--- config.mk ---
export PLATFORM = sky130hd
export DESIGN_NAME = serial_mag_compare
export DESIGN_NICKNAME = d
export VERILOG_FILES = /design/src/rtl/serial_mag_compare_pkg.sv /design/src/rtl/comparator.sv /design/src/rtl/serial_mag_compare.sv
export SDC_FILE = /design/constraint.sdc
export NUM_CORES = 1
export LEC_CHECK = 0
export ABC_CLOCK_PERIOD_IN_PS = 2200
export CAP_MARGIN = 40
export CORE_ASPECT_RATIO = 0.75
export CORE_UTILIZATION = 52
export CTS_CLUSTER_SIZE = 30
export DETAILED_ROUTE_END_ITERATION = 10
export HOLD_SLACK_MARGIN = 0.08
export PLACE_DENSITY_LB_ADDON = 0.3
export RECOVER_POWER = 50
export SYNTH_ARGS = -nofsm -noshare
export SYNTH_HDL_FRONTEND = slang
export SYNTH_SLANG_ARGS = --single-unit
--- constraint.sdc ---
create_clock -name clk -period 2.2 [get_ports clk]
set_input_delay 0.44 -clock clk [delete_from_list [all_inputs] [get_ports clk]]
set_output_delay 0.44 -clock clk [all_outputs]
set_load 0.005 [all_outputs]
--- src/rtl/serial_mag_compare_pkg.sv ---
// ---------------------------------------------------------------------------
// serial_mag_compare_pkg
//   Shared definitions for the bit-serial magnitude comparator.
//   - state_t : FSM state encoding (IDLE / SHIFT / DONE, code 3 unused)
//   - RES_*   : bit positions of gt/eq/lt inside the one-hot result vector
// ---------------------------------------------------------------------------
package serial_mag_compare_pkg;

  typedef enum logic [1:0] {
    S_IDLE  = 2'd0,
    S_SHIFT = 2'd1,
    S_DONE  = 2'd2
  } state_t;

  localparam int RES_GT = 0;
  localparam int RES_EQ = 1;
  localparam int RES_LT = 2;
  localparam int RES_W  = 3;

endpackage

--- src/rtl/comparator.sv ---
// ---------------------------------------------------------------------------
// comparator
//   1-bit magnitude comparator cell.
//   Ports:
//     a, b : input bits
//     x    : a > b
//     y    : a == b
//     z    : a < b
// ---------------------------------------------------------------------------
module comparator (
  input  logic a,
  input  logic b,
  output logic x,
  output logic y,
  output logic z
);

  assign x = a & ~b;
  assign y = ~(a ^ b);
  assign z = ~a & b;

endmodule

--- src/rtl/serial_mag_compare.sv ---
// ---------------------------------------------------------------------------
// serial_mag_compare
//   Bit-serial WIDTH-bit unsigned magnitude comparator. Operands are taken
//   over a valid/ready handshake, fed MSB first through the 1-bit comparator
//   cell, and the scan stops at the first differing bit. A one-hot gt/eq/lt
//   result plus the number of scan cycles is offered on a second handshake.
//   Ports:
//     clk, rst_n           : clock (rising edge), async active-low reset
//     in_valid / in_ready  : operand handshake (ready only in IDLE)
//     a, b                 : WIDTH-bit unsigned operands
//     out_valid / out_ready: result handshake (valid only in DONE)
//     gt, eq, lt           : one-hot comparison result
//     cmp_cycles           : SHIFT cycles used for this result (1..WIDTH)
//     busy                 : high while scanning
// ---------------------------------------------------------------------------
module serial_mag_compare
  import serial_mag_compare_pkg::*;
#(
  parameter  int WIDTH = 8,
  localparam int CW    = $clog2(WIDTH + 1)
) (
  input  logic             clk,
  input  logic             rst_n,
  input  logic             in_valid,
  output logic             in_ready,
  input  logic [WIDTH-1:0] a,
  input  logic [WIDTH-1:0] b,
  output logic             out_valid,
  input  logic             out_ready,
  output logic             gt,
  output logic             eq,
  output logic             lt,
  output logic [CW-1:0]    cmp_cycles,
  output logic             busy
);

  state_t             state;
  logic [WIDTH-1:0]   sa;
  logic [WIDTH-1:0]   sb;
  logic [CW-1:0]      cnt;
  logic [RES_W-1:0]   res;
  logic               bit_gt;
  logic               bit_eq;
  logic               bit_lt;

  comparator u_cell (
    .a (sa[WIDTH-1]),
    .b (sb[WIDTH-1]),
    .x (bit_gt),
    .y (bit_eq),
    .z (bit_lt)
  );

  // Handshake/status flags are pure decodes of the registered state.
  assign in_ready  = (state == S_IDLE);
  assign out_valid = (state == S_DONE);
  assign busy      = (state == S_SHIFT);
  assign gt        = res[RES_GT];
  assign eq        = res[RES_EQ];
  assign lt        = res[RES_LT];

  // cnt counts remaining bit pairs after the current one; reaching zero with
  // equal bits means every pair matched. A shift of sa/sb (rather than an
  // index) keeps the cell always looking at the MSB position, and "<< 1"
  // stays legal when WIDTH is 1.
  always_ff @(posedge clk or negedge rst_n) begin
    if (!rst_n) begin
      state      <= S_IDLE;
      sa         <= '0;
      sb         <= '0;
      cnt        <= '0;
      cmp_cycles <= '0;
      res        <= '0;
    end else begin
      case (state)
        S_IDLE: begin
          if (in_valid) begin
            sa         <= a;
            sb         <= b;
            cnt        <= CW'(WIDTH - 1);
            cmp_cycles <= '0;
            res        <= '0;
            state      <= S_SHIFT;
          end
        end
        S_SHIFT: begin
          cmp_cycles <= cmp_cycles + CW'(1);
          if (bit_gt) begin
            res[RES_GT] <= 1'b1;
            state       <= S_DONE;
          end else if (bit_lt) begin
            res[RES_LT] <= 1'b1;
            state       <= S_DONE;
          end else if (bit_eq && (cnt == '0)) begin
            res[RES_EQ] <= 1'b1;
            state       <= S_DONE;
          end else begin
            sa  <= sa << 1;
            sb  <= sb << 1;
            cnt <= cnt - CW'(1);
          end
        end
        S_DONE: begin
          if (out_ready) state <= S_IDLE;
        end
        default: state <= S_IDLE;
      endcase
    end
  end

endmodule

Word level (Yosys, flattened, before mapping)

Cells that the tools add are included.

Bitwise gates (word level): 6
Muxes and demuxes: 30
Add/subtract/negate cells: 2
Reductions and logical operators: 10
Eq/ne operators: 11

Operator list:

| cell                  | number |
|---|---|
| $mux W8               | 8 |
| $pmux W8 S2           | 2 |
| $mux W4               | 5 |
| $pmux W4 S2           | 2 |
| $mux W2               | 6 |
| $reduce_and A5 Y1     | 2 |
| $ne A2 B1 Y1 const B  | 4 |
| $ne A2 B2 Y1 const B  | 4 |
| $pmux W2 S3           | 1 |
| $pmux W3 S2           | 1 |
| $reduce_and A3 Y1     | 2 |
| $add A4 B1 Y4 const B | 1 |
| $logic_not A4 Y1      | 1 |
| $mux W1               | 4 |
| $ne A4 B1 Y1 const B  | 1 |
| $reduce_and A4 Y1     | 1 |
| $sub A4 B1 Y4 const B | 1 |
| $mux W3               | 1 |
| $not A1 Y1            | 3 |
| $and A1 B1 Y1         | 2 |
| $eq A2 B1 Y1 const B  | 1 |
| $eq A2 B2 Y1 const B  | 1 |
| $logic_not A2 Y1      | 1 |
| $reduce_and A2 Y1     | 1 |
| other kinds (3)       | 3 |

Bits of input ports: 20
Logic and storage cells: 67
Flip-flop bits (word level): 29

Depth between registers and ports, before layout

Gate-level depths: netlist of the first run.

Word-level depth: 7
Gate-level depth with buffers: 7

Modules after synthesis

From an unflattened synthesis of the first run, not the netlist that was laid out.

Cell total of the unflattened synthesis: 112
Area total of the unflattened synthesis: 1,526.5 um^2

By module, submodules not included:

| module             | seq. area each (um^2) | area an instance (um^2) | times used | cells each |
|---|---|---|---|---|
| serial_mag_compare | 725.7                 | 1,493.9                 | 1          | 108 |
| comparator         | 0.0                   | 32.5                    | 1          | 4 |

Least setup slack after synthesis of the first run

OpenSTA, ideal clock, no wires.

Path kind: reg-to-reg
Start point: register sb[7]
End point: register sa[1]
Arrival: 1.468 ns
Required time: 2.076 ns
Cell stages (with the launch flop): 6
Path buffers: 1
Path slack: 0.608 ns
Cells stage by stage: dfrtp_1 -> ha_1 -> clkbuf_1 -> or4b_1 -> o22ai_1 -> a2bb2oi_2

Longest elaborated chain between the ends: 5

Ends and longest elaborated chain:

| what                            | RTL line                 | RTL |
|---|---|---|
| start, declared                 | serial_mag_compare.sv:39 | `logic [WIDTH-1:0] sb;` |
| start signal, assigned          | serial_mag_compare.sv:99 | `sb <= sb << 1;` |
| $xor A1 B1 Y1                   | comparator.sv:19         | `assign y = ~(a ^ b);` |
| $not A1 Y1                      | comparator.sv:19         |  |
| $logic_and A1 B1 Y1             | serial_mag_compare.sv:94 | `end else if (bit_eq && (cnt == '0)) begin` |
| $ne A2 B2 Y1 (no line)          | -                        |  |
| $reduce_and A5 Y1 (no line) (*) | -                        |  |
| end signal, assigned            | serial_mag_compare.sv:98 | `sa <= sa << 1;` |
| end, declared                   | serial_mag_compare.sv:38 | `logic [WIDTH-1:0] sa;` |

Every way passes the cells marked *; elsewhere a longest branch is shown, timed or not.
A chain may end at the register's enable or synchronous reset.

Worst setup path in the final report of the first run

Start point: register state[0]
End point: output port busy

Longest elaborated chain between the ends: 1

Ends and longest elaborated chain:

| what                   | RTL line                 | RTL |
|---|---|---|
| start, declared        | serial_mag_compare.sv:37 | `state_t state;` |
| start signal, assigned | serial_mag_compare.sv:68 | `state <= S_IDLE;` |
| start signal, assigned | serial_mag_compare.sv:83 | `state <= S_SHIFT;` |
| start signal, assigned | serial_mag_compare.sv:90 | `state <= S_DONE;` |
| $eq A2 B1 Y1           | serial_mag_compare.sv:57 | `assign busy = (state == S_SHIFT);` |
| end, declared          | serial_mag_compare.sv:34 | `output logic busy` |

Every way passes these cells.

==> results of run 1 <==
per-layer routing:
| metal | wire [um] | vias up | GRT usage | part of all wire |
|---|---|---|---|---|
| met1 | 1870 | 677 | 0.370 | 0.49 |
| met2 | 1720 | 40 | 0.394 | 0.45 |
| met3 | 171 | 8 | 0.0614 | 0.045 |
| met4 | 60 | 0 | 0.117 | 0.016 |
| met5 | 0 | - | 0 | 0 |
| li1 | - | 642 | - | - |
through the flow:
step	worst slack, ns	utilization	total power [mW]	std cells
floorplan	0.608	-	2.03	149
global placement	0.179	0.665	2.41	214
detailed placement	0.138	0.665	2.47	214
CTS	0.00483	0.693	2.91	222
global route	0.0446	0.691	3.11	222
finish	0.125	0.691	2.91	222
path summary, 6_finish.rpt:
check | slack (ns) | endpoint | start | cells past startpoint
max | 0.13 | busy | state[0] | 3
min | 0.51 | res[0] | res[0] | 1
max reg2reg | 0.24 | sa[5] | sb[7] | 6
min reg2reg | 0.51 | res[0] | res[0] | 1
max in group asynchronous | 0.96 | state[0] | rst_n | 2
min in group asynchronous | 0.74 | cmp_cycles[3] | rst_n | 2
sequential cells by signal, indices dropped and copies added (netlist names):
name / cells
res: 3
sa: 8
cmp_cycles: 4
sb: 8
cnt: 4
state: 2
critical path, stage by stage, from the launching register on:
cell,delay [ns]
dfrtp_2,0.47
nand2b_1,0.25
inv_2,0.13
clkdlybuf4s50_1,0.50
power groups by stage:
| stage | logic (mW) | registers (mW) | clock network [mW] |
|---|---|---|---|
| after CTS | 1.51 | 0.966 | 0.430 |
| after global routing | 1.66 | 0.999 | 0.457 |
| after floorplan | 1.11 | 0.925 | 0 |
| final | 1.52 | 0.970 | 0.425 |
| after global placement | 1.45 | 0.954 | 0 |
| after detailed placement | 1.50 | 0.973 | 0 |
cell type report:
class	count	area [um^2]
clock buffer	6	72.6
clock inverter	2	10.0
fill	227	921
inverter	12	45.0
multi-input combinational	96	792
sequential	29	727
tap	38	47.5
timing repair buffer	39	363
cells in the final DEF (no fill, tap or decap), types with 2 or more instances in the layout:
| master | n |
|---|---|
| clkbuf_8 | 5 |
| nor3_1 | 2 |
| o21ai_0 | 2 |
| buf_4 | 9 |
| a2bb2oi_1 | 7 |
| clkdlybuf4s50_1 | 27 |
| ha_1 | 5 |
| dlygate4sd3_1 | 2 |
| nor2_1 | 5 |
| a2bb2oi_2 | 7 |
| nand2_1 | 5 |
| dfrtp_1 | 28 |
| o21ai_1 | 3 |
| or4b_1 | 14 |
| inv_1 | 11 |
| clkinv_2 | 2 |
| xor2_1 | 2 |
| o22ai_1 | 14 |
| nand3_1 | 5 |
| a311oi_1 | 2 |
cell families (layout without fill, tap and decap cells):
logic type	count (synthesis)	count (layout)	share of synthesized area
compound gates	43	43	0.219
xor+xnor	2	2	0.0107
fa+ha+maj	5	5	0.0381
buf+inv	24	59	0.0755
flops	29	29	0.442
mux	1	1	0.00610
simple gates	45	45	0.208
==> key figures, run 1 <==
Critical path
  • Setup CP Type: reg -> out
  • Crit path required time: ~1.8 ns
  • CP Launch Type: flip-flop
  • Crit. End Element: output port
  • Worst Path Arrival: approximately 1.6 ns
  • Worst Path Max Fanout: 11

Yosys
  • Synth Instances: ~150
  • Synthesized net count: around 170
  • Synth cell count leaders: dfrtp_1, o22ai_1, or4b_1
  • Count leader, synth: dfrtp_1
  • Synth async-reset ratio: 1.00
  • Top area cells in the synthesized netlist: dfrtp_1, or4b_1, a2bb2oi_2
  • Sequential area share after synthesis: 0.442
  • Mapped Area: between 0.0015 and 0.002 mm^2
  • Syn. warnings: 0
  • Post-synthesis register bit count: 29
  • Number of synthesized flops with an enable pin: 0
  • Post-synth top area cell: dfrtp_1
  • Synth unique cells: 44
  • Main flop type after synthesis: dfrtp_1
  • Syn_area_per_cell: 11.0 um^2
  • Top-area cell type share of the netlist area: 0.442

Routing
  • Vias: ~1400
  • Post-route ant nets: 0
  • Vias per cell: about 6.2
  • Detailed-route wire length: 3820 um
  • 1st-iter DRT viols: 81
  • Post-DR wirelength/cell: 17.2 um
  • DR pass1 iterations: 4
  • DRC Markers: 0

Global route
  • Vias in the first global route: roughly 1300
  • Initial antenna violation count: 0
  • Pin count of the biggest net entering global routing: 30
  • GRT Util Overall: 0.266
  • First-pass GRT wire length: 6420 um
  • Global route total overflow: 0

Min path
  • Hold Path Class: reg -> reg

Power
  • Clock share of power: 0.146
  • Peak VDD IR: 0.663 mV
  • Leakage: between 0.8 and 0.9 nW
  • Total power per unit cell area: around 1400 mW/mm^2
  • Sequential Power Share: 0.333
  • Internal power: between 1.5 and 2 mW
  • Switching power: between 1 and 1.5 mW
  • Combinational power share: 0.521
  • Net Sw Frac: 0.389

STA
  • Post-Route Skew: around 0.0057 ns
  • TNS Setup: 0 ns
  • Final number of max-transition violations: 0
  • Slew @ Worst Pin: about 0.80 ns
  • RSZ-0062 raised after global routing: no
  • Fin crit period: slightly above 2 ns
  • Setup violators final: 0
  • Fmax: about 480 MHz
  • Final period util: 0.943
  • Hold Vio Cnt, Final: 0
  • Final hold slack: between 0.5 and 0.6 ns
  • Worst slew margin: 0.465

CTS
  • Reg clk slew, reported paths: roughly 0.06 ns
  • Depth of the CTS H-tree: 2
  • Clk Latency, worst-skew pair: 0.29 ns
  • Post-CTS resize count: 0
  • CTS tree: done
  • Buffer depth of the longest clock path: 2
  • CTS Buf Count: 5
  • Post-CTS Setup Inserts: 0
  • Clock root buffer: clkbuf_8
  • Hold-fix buffers, CTS: 0
  • # clock sinks: 29

Cells and area
  • Share of cells above drive strength 1: 0.158
  • Layout area overhead: 25.4%
  • N_diodes: 0
  • Layout Nets: around 210
  • Design area: approximately 0.0021 mm^2

Flow run
  • Max-cap viol count: 0

Floorplan
  • FP Rows: 17
  • Die W: 66.9 um
  • Core Area: slightly below 0.003 mm^2
  • Die ar.: about 0.0034 mm^2
  • Initial Utilization: 0.551
  • I/O Pins: 30
  • Die Ht: approximately 51 um

Place
  • Count of port buffers added during placement: 29
  • HPWL Detailed: roughly 2500 um
  • Gpl congestion: 0.826
  • Area after DPL: slightly below 0.002 mm^2

Run status
  • Outcome: completed
No activity file was read; power rests on OpenSTA's default activity.
==> run 2: changes to the inputs <==
--- a/config.mk
+++ b/config.mk
@@ -7,7 +7,7 @@
 export LEC_CHECK = 0
 export ABC_CLOCK_PERIOD_IN_PS = 2200
 export CAP_MARGIN = 40
-export CORE_ASPECT_RATIO = 0.75
+export CORE_ASPECT_RATIO = 0.5
 export CORE_UTILIZATION = 52
 export CTS_CLUSTER_SIZE = 30
 export DETAILED_ROUTE_END_ITERATION = 10
==> key figures, run 2 (synthesis gave the netlist of run 1 again) <==
Run status
  • Outcome: completed

Place
  • Gpl congestion: 0.758 (-8.2%)
  • Place WS: 0.0746 ns (-0.0634 ns)
  • Cells after DPL: 213 (-0.47%)
  • HPWL Detailed: 2540 um (+1.4%)
  • Count of port buffers added during placement: 29 (unchanged)

Routing
  • Vias per cell: 6.26 (+1.7%)
  • DRT met1 WL: 1840 um (-2.0%)
  • DR top layer: met4
  • Post-route ant nets: 0 (unchanged)
  • 1st-iter DRT viols: 109 (+35%)
  • Post-DR wirelength/cell: 18.1 um (+5.1%)
  • DR pass1 iterations: 4 (unchanged)
  • DR WL met2: 1780 um (+3.4%)
  • Met3 routed WL: 322 um (+88%)
  • Detailed-route wire length: 4000 um (+4.6%)
  • Vias: 1384 (+1.2%)
  • DRC Markers: 0 (unchanged)

Floorplan
  • Die W: 81.4 um (+22%)
  • I/O Pins: 30 (unchanged)
  • Die Ht: 41.7 um (-18%)
  • FP Rows: 13 (-4)
  • Core Area: 0.00278 mm^2 (-6.6%)
  • Die ar.: 0.00340 mm^2 (+0.33%)
  • Initial Utilization: 0.590 (+0.0389)

Critical path
  • Critical-path top delay cell: clkdlybuf4s50_1
  • Worst Path Max Fanout: 15 (+4)
  • CP Launch Type: flip-flop
  • Worst path max stage delay: 0.53 ns (+0.03 ns)
  • Setup CP Type: reg -> out
  • Crit path required time: 1.76 ns (about the same)
  • Crit-path cells: buf_4 -> nor2b_1 -> clkdlybuf4s50_1
  • Crit. End Element: output port
  • Worst Path Arrival: 1.63 ns (about the same)

STA
  • RSZ-0062 raised after global routing: no
  • Setup violators final: 0 (unchanged)
  • Final setup margin: 0.127 ns (+0.00209 ns)
  • Fin crit period: 2.07 ns (-0.00209 ns)
  • Post-Route Skew: 0.00498 ns (-0.000733 ns)
  • TNS Setup: 0 ns (unchanged)
  • Fmax: 483 MHz (+0.10%)
  • Hold Vio Cnt, Final: 0 (unchanged)
  • Worst slew margin: 0.463 (-0.00186)
  • Final period util: 0.942 (-0.000948)
  • Slew @ Worst Pin: 0.805 ns (+0.00279 ns)
  • Final number of max-transition violations: 0 (unchanged)

CTS
  • Depth of the CTS H-tree: 2 (unchanged)
  • Buffer depth of the longest clock path: 2 (unchanged)
  • Clk Latency, worst-skew pair: 0.29 ns (about the same)
  • CTS tree: done
  • CTS Buf Count: 5 (unchanged)
  • # clock sinks: 29 (unchanged)
  • Hold-fix buffers, CTS: 0 (unchanged)
  • Clock root buffer: clkbuf_8
  • Reg clk slew, reported paths: 0.07 ns (about the same)

Global route
  • Global route total overflow: 0 (unchanged)
  • Vias in the first global route: 1371 (+2.9%)
  • Pin count of the biggest net entering global routing: 30 (unchanged)
  • GRT Util Overall: 0.265 (-0.000939)
  • Initial antenna violation count: 0 (unchanged)
  • First-pass GRT wire length: 6640 um (+3.3%)

Cells and area
  • Fill count: 193 (-15%)
  • Share of cells above drive strength 1: 0.168 (+0.0109)
  • Layout Nets: 208 (unchanged)
  • Fin util: 0.746 (+0.0555)
  • Post-Layout Cell Count: 221 (-0.45%)
  • Layout area overhead: 26.5%
  • Regs by FF count: sa (8), sb (8)
  • Most frequent cells in the layout: dfrtp_1, clkdlybuf4s50_1, or4b_1, o22ai_1, inv_1
  • N_diodes: 0 (unchanged)

Flow run
  • Max-cap viol count: 0 (unchanged)

Power
  • Leakage: 0.865 nW (+0.91%)
  • Peak VDD IR: 0.628 mV (-5.2%)
  • Total power per unit cell area: 1440 mW/mm^2 (+1.5%)

Min path
  • Hold Path Class: reg -> reg
[run 2: what timing repair did]
action / in CTS / in global routing
gates resized for setup: 0 / 2
setup endpoints to repair: 0 / 2
buffers inserted: 0 / 0
[run 2: layout make-up]
| class | count | area [um^2] | share of cell area |
|---|---|---|---|
| multi-input combinational | 96 | 792 | 0.382 |
| clock buffer | 7 | 96.3 | 0.0464 |
| inverter | 12 | 45.0 | 0.0217 |
| sequential | 29 | 728 | 0.351 |
| timing repair buffer | 39 | 363 | 0.175 |
| tap | 37 | 46.3 | 0.0223 |
| clock inverter | 1 | 5.00 | 0.00241 |
[run 2: per-layer routing]
| layer | up-vias | GRT usage |
|---|---|---|
| li1 | 636 | - |
| met1 | 677 | 0.362 |
| met2 | 63 | 0.388 |
| met3 | 8 | 0.0813 |
| met4 | 0 | 0.111 |
| met5 | - | 0 |
[run 2: power breakdown]
group	total [mW]	switching (mW)	internal, mW
combinational	1.51	0.724	0.783
sequential	0.981	0.203	0.777
clock	0.495	0.213	0.282
[run 2: stage by stage]
step / hold slack, ns / total power, mW / instance area (um^2)
floorplan: 0.144 / 2.03 / 1640
global placement: 0.480 / 2.41 / 1980
detailed placement: 0.493 / 2.48 / 1980
CTS: 0.504 / 2.98 / 2080
global route: 0.540 / 3.16 / 2080
finish: 0.510 / 2.98 / 2080
[run 2: worst paths after layout]
check                         start        end  slack [ns]  cells past startpoint
setup / recovery           state[1]  out_valid        0.13                      3
hold / removal               cnt[0]     cnt[0]        0.51                      1
setup reg to reg              sb[7]      sb[1]        0.22                      5
hold reg to reg              cnt[0]     cnt[0]        0.51                      1
max in group asynchronous     rst_n   state[0]        0.96                      2
min in group asynchronous     rst_n      sb[2]        0.73                      2
[run 2: critical path: cells and delay by family (launching register included)]
| kind | cells | cell delay (ns) |
|---|---|---|
| buffers and inverters | 2 | 0.73 |
| AND/OR/NAND/NOR | 1 | 0.21 |
| flip-flops | 1 | 0.41 |
